`src/rtl/muldiv_sequencer.sv`:
```
// Iterative RV64M multiply/divide engine: 1 bit per cycle, stalls execute while busy,
// resolves divide-by-zero and signed overflow without iterating.
module muldiv_sequencer #(
  parameter int XLEN = 64
) (
  input  logic            i_clk,
  input  logic            i_reset,
  input  logic            i_req_valid,
  input  logic [2:0]      i_req_op,
  input  logic            i_req_word,
  input  logic [XLEN-1:0] i_req_a,
  input  logic [XLEN-1:0] i_req_b,
  input  logic            i_flush,
  output logic            o_stall,
  output logic            o_resp_valid,
  output logic [XLEN-1:0] o_resp_data
);
  // state | meaning
  // IDLE  | waiting for an op from execute
  // BUSY  | iterating, one shift-add / restoring-subtract step per cycle
  // DONE  | result valid for one cycle, pipeline released
  typedef enum logic [1:0] {S_IDLE, S_BUSY, S_DONE} state_t;

  localparam int CW = $clog2(XLEN + 1);
  localparam logic [2:0] OP_DIV  = 3'd1;
  localparam logic [2:0] OP_DIVU = 3'd2;
  localparam logic [2:0] OP_REM  = 3'd3;
  localparam logic [2:0] OP_REMU = 3'd4;

  state_t r_state, w_state_next;

  logic [CW-1:0]   r_cnt;
  logic [XLEN-1:0] r_x, r_y, r_acc, r_resp_data;
  logic            r_is_div, r_is_rem, r_word, r_sign_q, r_sign_r, r_resp_valid;

  logic            w_accept, w_is_div, w_is_rem, w_signed, w_sa, w_sb;
  logic            w_b_zero, w_ovf, w_special, w_qbit;
  logic [XLEN-1:0] w_a_n, w_b_n, w_min_n, w_mag_a, w_mag_b, w_special_res;
  logic [XLEN-1:0] w_rem_next, w_quot_next, w_prod_next, w_raw, w_final;
  logic [XLEN:0]   w_rem_sh, w_diff;

  function automatic logic [XLEN-1:0] fit_word(input logic [XLEN-1:0] v, input logic word);
    return word ? {{(XLEN-32){v[31]}}, v[31:0]} : v;
  endfunction

  // Operand normalisation: word ops are sign- or zero-extended so that all
  // special-case detection and magnitude math can run at full width.
  always_comb begin
    w_is_div = (i_req_op >= OP_DIV) && (i_req_op <= OP_REMU);
    w_is_rem = (i_req_op == OP_REM) || (i_req_op == OP_REMU);
    w_signed = (i_req_op == OP_DIV) || (i_req_op == OP_REM);
    w_a_n    = i_req_word ? (w_signed ? fit_word(i_req_a, 1'b1)
                                      : {{(XLEN-32){1'b0}}, i_req_a[31:0]}) : i_req_a;
    w_b_n    = i_req_word ? (w_signed ? fit_word(i_req_b, 1'b1)
                                      : {{(XLEN-32){1'b0}}, i_req_b[31:0]}) : i_req_b;
    w_sa     = w_signed & (i_req_word ? i_req_a[31] : i_req_a[XLEN-1]);
    w_sb     = w_signed & (i_req_word ? i_req_b[31] : i_req_b[XLEN-1]);
    w_min_n  = i_req_word ? {{(XLEN-31){1'b1}}, {31{1'b0}}} : {1'b1, {(XLEN-1){1'b0}}};
    w_b_zero = (w_b_n == '0);
    w_ovf    = w_signed & (w_a_n == w_min_n) & (w_b_n == '1);
    w_special = w_is_div & (w_b_zero | w_ovf);
    w_special_res = fit_word(w_b_zero ? (w_is_rem ? w_a_n : '1)
                                      : (w_is_rem ? '0 : w_a_n), i_req_word);
    w_mag_a  = w_sa ? -w_a_n : w_a_n;
    w_mag_b  = w_sb ? -w_b_n : w_b_n;
  end

  // One iteration step; the final result is formed from the step outputs so
  // resp_data is ready on the same edge that enters DONE.
  always_comb begin
    w_rem_sh    = {r_acc, r_y[XLEN-1]};
    w_diff      = w_rem_sh - {1'b0, r_x};
    w_qbit      = ~w_diff[XLEN];
    w_rem_next  = w_qbit ? w_diff[XLEN-1:0] : w_rem_sh[XLEN-1:0];
    w_quot_next = {r_y[XLEN-2:0], w_qbit};
    w_prod_next = r_acc + (r_y[0] ? r_x : '0);
    if (!r_is_div)     w_raw = w_prod_next;
    else if (r_is_rem) w_raw = r_sign_r ? -w_rem_next : w_rem_next;
    else               w_raw = r_sign_q ? -w_quot_next : w_quot_next;
    w_final = fit_word(w_raw, r_word);
  end

  always_comb begin
    w_state_next = r_state;
    o_stall      = 1'b0;
    w_accept     = 1'b0;
    case (r_state)
      S_IDLE: begin
        if (i_req_valid && !i_flush) begin
          o_stall      = 1'b1;
          w_accept     = 1'b1;
          w_state_next = w_special ? S_DONE : S_BUSY;
        end
      end
      S_BUSY: begin
        o_stall = 1'b1;
        if (r_cnt == CW'(1)) w_state_next = S_DONE;
      end
      S_DONE:  w_state_next = S_IDLE;
      default: w_state_next = S_IDLE;
    endcase
    if (i_flush) w_state_next = S_IDLE;
  end

  always_ff @(posedge i_clk) begin
    if (i_reset) r_state <= S_IDLE;
    else         r_state <= w_state_next;
  end

  always_ff @(posedge i_clk) begin
    if (i_reset) begin
      r_cnt        <= '0;
      r_x          <= '0;
      r_y          <= '0;
      r_acc        <= '0;
      r_is_div     <= 1'b0;
      r_is_rem     <= 1'b0;
      r_word       <= 1'b0;
      r_sign_q     <= 1'b0;
      r_sign_r     <= 1'b0;
      r_resp_valid <= 1'b0;
      r_resp_data  <= '0;
    end else begin
      r_resp_valid <= 1'b0;
      if (w_accept) begin
        r_is_div <= w_is_div;
        r_is_rem <= w_is_rem;
        r_word   <= i_req_word;
        r_sign_q <= w_sa ^ w_sb;
        r_sign_r <= w_sa;
        r_cnt    <= i_req_word ? CW'(32) : CW'(XLEN);
        r_acc    <= '0;
        if (w_is_div) begin
          r_x <= w_mag_b;
          r_y <= i_req_word ? {w_mag_a[31:0], {(XLEN-32){1'b0}}} : w_mag_a;
        end else begin
          r_x <= i_req_a;
          r_y <= i_req_b;
        end
        if (w_special) begin
          r_resp_valid <= 1'b1;
          r_resp_data  <= w_special_res;
        end
      end else if (r_state == S_BUSY && !i_flush) begin
        r_cnt <= r_cnt - CW'(1);
        if (r_is_div) begin
          r_acc <= w_rem_next;
          r_y   <= w_quot_next;
        end else begin
          r_acc <= w_prod_next;
          r_x   <= r_x << 1;
          r_y   <= r_y >> 1;
        end
        if (r_cnt == CW'(1)) begin
          r_resp_valid <= 1'b1;
          r_resp_data  <= w_final;
        end
      end
    end
  end

  assign o_resp_valid = r_resp_valid;
  assign o_resp_data  = r_resp_data;
endmodule

```
`config.mk`:
```
export PLATFORM = sky130hd
export DESIGN_NAME = muldiv_sequencer
export DESIGN_NICKNAME = d
export VERILOG_FILES = /design/src/rtl/muldiv_sequencer.sv
export SDC_FILE = /design/constraint.sdc
export NUM_CORES = 2
export LEC_CHECK = 0
export CAP_MARGIN = 40
export CORE_MARGIN = 10
export CORE_UTILIZATION = 55
export DETAILED_ROUTE_END_ITERATION = 6
export PLACE_DENSITY_LB_ADDON = 0.05
export SLEW_MARGIN = 15
export SYNTH_ARGS = -nofsm -noshare
export SYNTH_HDL_FRONTEND = slang
export SYNTH_SLANG_ARGS = --single-unit
```
`constraint.sdc`:
```
create_clock -name i_clk -period 8.3 [get_ports i_clk]
set_input_delay 1.66 -clock i_clk [delete_from_list [all_inputs] [get_ports i_clk]]
set_output_delay 1.66 -clock i_clk [all_outputs]
set_load 0.03 [all_outputs]
```
* Word-level counts from Yosys, hierarchy flattened *
Index checks and enable logic that the tools add are counted.

word-level totals
  bits in registers = 271
  input port bits = 136
  logic and storage cells = 103

cells by class
  reduce and logical (&&, ||, !) cells = 15
  eq/ne operators = 11
  order comparisons = 2
  bitwise gates (word level) = 8
  add/subtract/negate cells = 7
  mux-type cells = 48

operators with widths
  cell                                                                                 number
  64-bit two-way mux                                                                   31
  64-bit negator                                                                       4
  65-bit by 64-bit subtractor with 65-bit output                                       1
  64-bit adder                                                                         1
  64-bit equality test                                                                 1
  64-bit equality test, second input constant                                          1
  64-bit logical NOT                                                                   1
  63-bit two-way mux                                                                   1
  7-bit two-way mux                                                                    3
  1-bit two-way mux                                                                    8
  7-bit by 1-bit equality test with 1-bit output, second input constant                1
  7-bit by 1-bit subtractor with 7-bit output, second input constant                   1
  2-bit two-way mux                                                                    3
  1-bit AND                                                                            5
  2-bit by 1-bit inequality test with 1-bit output, second input constant              2
  2-bit inequality test, second input constant                                         2
  2-bit case mux with 2 select lines                                                   1
  2-bit AND reduction                                                                  2
  2-bit nonzero test                                                                   2
  2-bit OR reduction                                                                   2
  3-bit by 1-bit equality test with 1-bit output, second input constant                1
  3-bit by 2-bit equality test with 1-bit output, second input constant                1
  3-bit equality test, second input constant                                           1
  3-bit by 1-bit greater-or-equal comparator with 1-bit output, second input constant  1
  other kinds (11)                                                                     14

* Depth between registers and ports, before layout *
  word-level depth = 12
  depth in mapped cells = 30
  gate-level depth less buffers = 25

* Least setup slack after synthesis *
OpenSTA, ideal clock, no wires.

  path type = reg2reg
  from = register r_x[55]
  to = register r_resp_data[56], in the netlist o_resp_data[56]
  library setup time = 0.078 ns
  required time = 8.222 ns
  cell stages (with the launch flop) = 30
  arrival time = 6.236 ns
  slack = 1.986 ns
  clock period less this slack = 6.314 ns
  path buffers = 6
  path through = dfxtp_1 -> inv_1 -> ha_1 -> buf_6 -> a21o_1 -> o21bai_4 -> a221oi_4 -> a21oi_2 -> or4_1 -> o211a_4 -> clkinv_2 -> buf_6 -> buf_2 -> buf_1 -> clkbuf_1 -> buf_2 -> o21ai_0 -> inv_1 -> ha_1 -> inv_1 -> nor4_1 -> nand3b_1 -> nor3_1 -> nand4_1 -> mux2_2 -> nor4_1 -> or3b_1 -> or4b_1 -> a21o_1 -> a32oi_1

on the way
  longest elaborated chain between the ends = 10
  elaborated cells between the ends (all ways) = 15
  those cells by class = add/sub: 4; mux: 10; bitwise: 1

ends and longest elaborated chain
  what                                                    RTL line  RTL
  from (decl)                                             33        logic [XLEN-1:0] r_x, r_y, r_acc, r_resp_data;
  from (signal assigned)                                  134       r_x <= w_mag_b;
  from (signal assigned)                                  137       r_x <= i_req_a;
  from (signal assigned)                                  151       r_x <= r_x << 1;
  65-bit by 64-bit subtractor with 65-bit output          72        w_diff = w_rem_sh - {1'b0, r_x};
  64-bit two-way mux / 1-bit NOT (equally long branches)  74, 73
  64-bit negator, on equally long branches                78, 79
  64-bit two-way mux, on equally long branches            78, 79
  64-bit two-way mux                                      78        else if (r_is_rem) w_raw = r_sign_r ? -w_rem_next : w_rem_next;
  64-bit two-way mux *                                    77        if (!r_is_div) w_raw = w_prod_next;
  64-bit two-way mux *                                    43        return word ? {{(XLEN-32){v[31]}}, v[31:0]} : v;
  64-bit two-way mux *                                    154       if (r_cnt == CW'(1)) begin
  64-bit two-way mux *                                    144       end else if (r_state == S_BUSY && !i_flush) begin
  64-bit two-way mux *                                    125       if (w_accept) begin
  to (signal assigned)                                    142       r_resp_data <= w_special_res;
  to (signal assigned)                                    156       r_resp_data <= w_final;
  to (decl)                                               33

Mark *: on every way between the ends. The rest lies on a longest branch, timed or not. The select of a mux whose other input is x is not followed.
A chain may end at the register's enable or synchronous reset.

* Worst setup path after layout *
  from = register r_y[63]
  to = register r_resp_data[44], in the netlist o_resp_data[44]

on the way
  longest elaborated chain between the ends = 10
  elaborated cells between the ends (all ways) = 13
  those cells by class = add/sub: 3; mux: 9; bitwise: 1

ends and longest elaborated chain
  what                                                    RTL line  RTL
  from (decl)                                             33
  from (signal assigned)                                  135       r_y <= i_req_word ? {w_mag_a[31:0], {(XLEN-32){1'b0}}} : w_mag_a;
  from (signal assigned)                                  138       r_y <= i_req_b;
  from (signal assigned)                                  148       r_y <= w_quot_next;
  65-bit by 64-bit subtractor with 65-bit output          72
  64-bit two-way mux / 1-bit NOT (equally long branches)  74, 73
  64-bit negator, on equally long branches                78, 79
  64-bit two-way mux, on equally long branches            78, 79
  64-bit two-way mux *                                    78
  64-bit two-way mux *                                    77
  64-bit two-way mux *                                    43
  64-bit two-way mux *                                    154
  64-bit two-way mux *                                    144
  64-bit two-way mux *                                    125

Marks and branches as above.

==> flow_summary.yaml <==
yosys:
  ys_async_sr_fraction: 0
  yosysTopAreaCell: "dfxtp_1"
  yosys-top-cells-area: "dfxtp_1 (17%), nor2_1 (7.2%), a21oi_1 (6.9%)"
  synth_cells: 4821
  synth-edff-count: 0
  synth_area_um2: 32600
  ys.warnings.count: 0
  synth_seq_cells: 271
  avgSynthCellArea_um2: 6.76
  yosysSeqAreaShare: 0.167
  synthesis.nets: 5093
  synth_cell_type_count: 103
  synth_top_area_frac: 0.167
  ys.flop_type: "dfxtp_1"
critical_path:
  worstPathArrival_ns: 7.63
  endpoint: "o_resp_data[44]"
  critPathLaunch: "r_y[63]"
  ff2ff_setup_slack_ns: 1.10
  worstSetupStartpointType: "flip-flop"
  r2r_cells: 25
  cp.required_ns: 8.72
  worstReg2RegStart: "r_y[63]"
  r2r_end: "o_resp_data[44]"
  crit_fanout: 9
  critPathCaptureType: "flip-flop"
  worstSetupPathType: "flip-flop to flip-flop"
drt:
  route.detailed.wl_per_inst_um: 26.9
  drtIter0Drc: 6629
  route.detailed.drc: 7
  via_per_inst: 7.04
  via_count: 39100
  drt-pass1-iter-count: 7
  postRouteAntennaNets: 0
  routed_wl_um: 150000
power:
  p_sw_mw: 2.27
  swShare: 0.426
  pwr-share-seq: 0.269
  ir_drop_mv: 0.128
  power_frac_comb: 0.408
  p_clk_frac: 0.324
  p_int_mw: 3.06
  power_density_nw_per_um2: 148
  p_leak_nw: 13.4
  report.power.total_mw: 5.34
job:
  maxCapViolCount: 0
die:
  core_area_um2: 58800
  io_pins: 202
  die_h_um: 263
  rows: 89
  start_util: 0.554
  dieArea_um2: 69300
  fp.dieW_um: 263
sta:
  max_slew_margin: 0.295
  setup_viol: 0
  fin_hold_ws_ns: 0.475
  setup_tns_ns: 0
  maxSlewViolCount: 0
  finalHoldViolCount: 0
  worst_slack_ns: 1.10
  period_needed_ns: 7.20
  fmax_ghz: 0.139
  rsz0062_at_grt: "no"
  tightest_slew_ns: 1.03
  fin_skew_ns: 0.0306
  fin_crit_sh: 0.868
global_route:
  groute.usage.overall: 0.404
  grt_start_max_net_pins: 133
  overflow: 0
  grt_pass1_wl_um: 220000
  grt_pass1_vias: 34400
  antenna_found_initial: 2
cells_and_area:
  seq_area_um2: 5430
  multi_input_area_um2: 25200
  final_area_um2: 36000
  drive_above_1_share: 0.0485
  nFillCells: 5697
  area_delta_synth_final_pct: 10.6
  fin_nets: 5027
worst_hold_path:
  min_path_type: "flip-flop to flip-flop"
  hold_depth: 2
cts:
  post-cts-setup-buffers: 0
  cts.path.max_buffers: 3
  post_cts_resized: 0
  clk_pin_slew_ns: 0.07
  cts_root_buf: "clkbuf_16"
  cts-buffers-inserted: 36
  cts_tree: "built"
  cts_num_sinks: 271
  htreeDepth: 2
  clock_latency_ns: 0.59
  hold_buffers: 0
placed_design:
  dpl_worst_slack_ns: 1.32
  gp_congestion: 1.03
  dp_hpwl_um: 115000
  port_buffers: 201
  dpl_cell_area_um2: 34700
status:
  outcome: "finished, violations left"
  violations: "DRC"
[area by class of cell]
type,instances,area share
multi-input combinational,4030,0.699
sequential,271,0.151
timing repair buffer,277,0.0733
clock buffer,48,0.0285
tap,773,0.0268
inverter,139,0.0145
clock inverter,17,0.00646
antenna,2,0.000139
[sequential cells by signal, summed over array words and instances (netlist names)]
| name | flops |
|---|---|
| o_resp_data | 64 |
| r_acc | 64 |
| r_x | 64 |
| r_y | 64 |
| r_cnt | 7 |
| r_state | 2 |
| o_resp_valid | 1 |
| r_is_div | 1 |
| r_is_rem | 1 |
| r_sign_q | 1 |
| r_sign_r | 1 |
| r_word | 1 |
[critical path, stage by stage (launching register included)]
cell and delay, ns:
dfxtp_1 0.40, inv_1 0.12, ha_1 0.24, fa_1 0.42, nand2b_1 0.23, a21o_1 0.26, a21oi_1 0.39, o21ai_1 0.27
a21oi_1 0.27, o211a_4 0.23, clkinv_2 0.16, nand2_1 0.10, o21ai_0 0.14, inv_1 0.09, ha_1 0.20, inv_1 0.09
nor4_1 0.28, nand3b_1 0.13, nor3_1 0.30, nand3_1 0.26, o41ai_2 0.79, nand4_1 0.38, o31ai_1 0.38, xnor2_1 0.12
a2111oi_0 0.68, o21ai_1 0.10
[worst min-delay path by stage]
stage / from / to / slack, ns
finish: r_x[53] / r_x[53] / 0.47
global route: r_x[42] / r_x[42] / 0.50
CTS: o_resp_data[31] / o_resp_data[31] / 0.47
detailed placement: o_resp_data[60] / o_resp_data[60] / 0.46
global placement: o_resp_data[60] / o_resp_data[60] / 0.44
floorplan: r_x[53] / r_x[53] / 0.45
[cell usage after synthesis, types with 65 or more instances]
cell type and n:
inv_1 135, o211ai_1 92, xnor2_1 163, nor3_1 153, nand2_1 495, clkbuf_1 296, a21o_1 90, a211oi_1 248
dfxtp_1 271, mux2i_1 118, nor2_1 621, ha_1 134, o21ai_0 330, o31ai_1 65, nand3_1 71, xor2_1 141
a21oi_1 449
[through the flow]
step,utilization,std cells
after global routing,0.613,5556
after detailed placement,0.590,5483
after global placement,0.587,5462
after CTS,0.611,5548
after floorplan,-,4821
final,0.613,5557
[cell families after synthesis]
family	Yosys count	share of synthesized area
flops	271	0.167
fa+ha+maj	143	0.0549
mux	127	0.0394
xor+xnor	305	0.0823
simple gates	1743	0.247
compound gates	1712	0.347
buf+inv	520	0.0629
[power groups by stage]
stage	Combinational (mW)	Sequential, mW	Clock [mW]
floorplan	1.38	1.42	0
global placement	2.03	1.46	0
detailed placement	2.04	1.46	0
CTS	2.06	1.43	1.71
global route	2.29	1.44	1.76
finish	2.18	1.43	1.73
[layout by cell type (no fill, tap or decap), types with 29 or more instances in the layout]
| cell type | instances |
|---|---|
| a211oi_1 | 248 |
| a21o_1 | 90 |
| a21oi_1 | 447 |
| a311oi_1 | 47 |
| a31oi_1 | 39 |
| and2_1 | 36 |
| buf_4 | 50 |
| clkbuf_16 | 37 |
| clkdlybuf4s50_1 | 199 |
| dfxtp_1 | 267 |
| ha_1 | 134 |
| inv_1 | 134 |
| mux2i_1 | 118 |
| nand2_1 | 495 |
| nand3_1 | 71 |
| nand4_1 | 63 |
| nor2_1 | 617 |
| nor3_1 | 150 |
| nor4_1 | 57 |
| o211ai_1 | 92 |
| o21a_1 | 29 |
| o21ai_0 | 330 |
| o31ai_1 | 65 |
| o41ai_1 | 38 |
| or3_1 | 58 |
| or4_1 | 32 |
| xnor2_1 | 162 |
| xor2_1 | 140 |
[per-layer routing]
metal  GRT usage  share of wire  vias up
li1            -              -    17700
met3       0.122           0.15      334
met5           0       0.000087        -
met2       0.569           0.40     2907
met1       0.560           0.41    18200
met4       0.166          0.045        2
No activity file was read; power rests on OpenSTA's default activity.
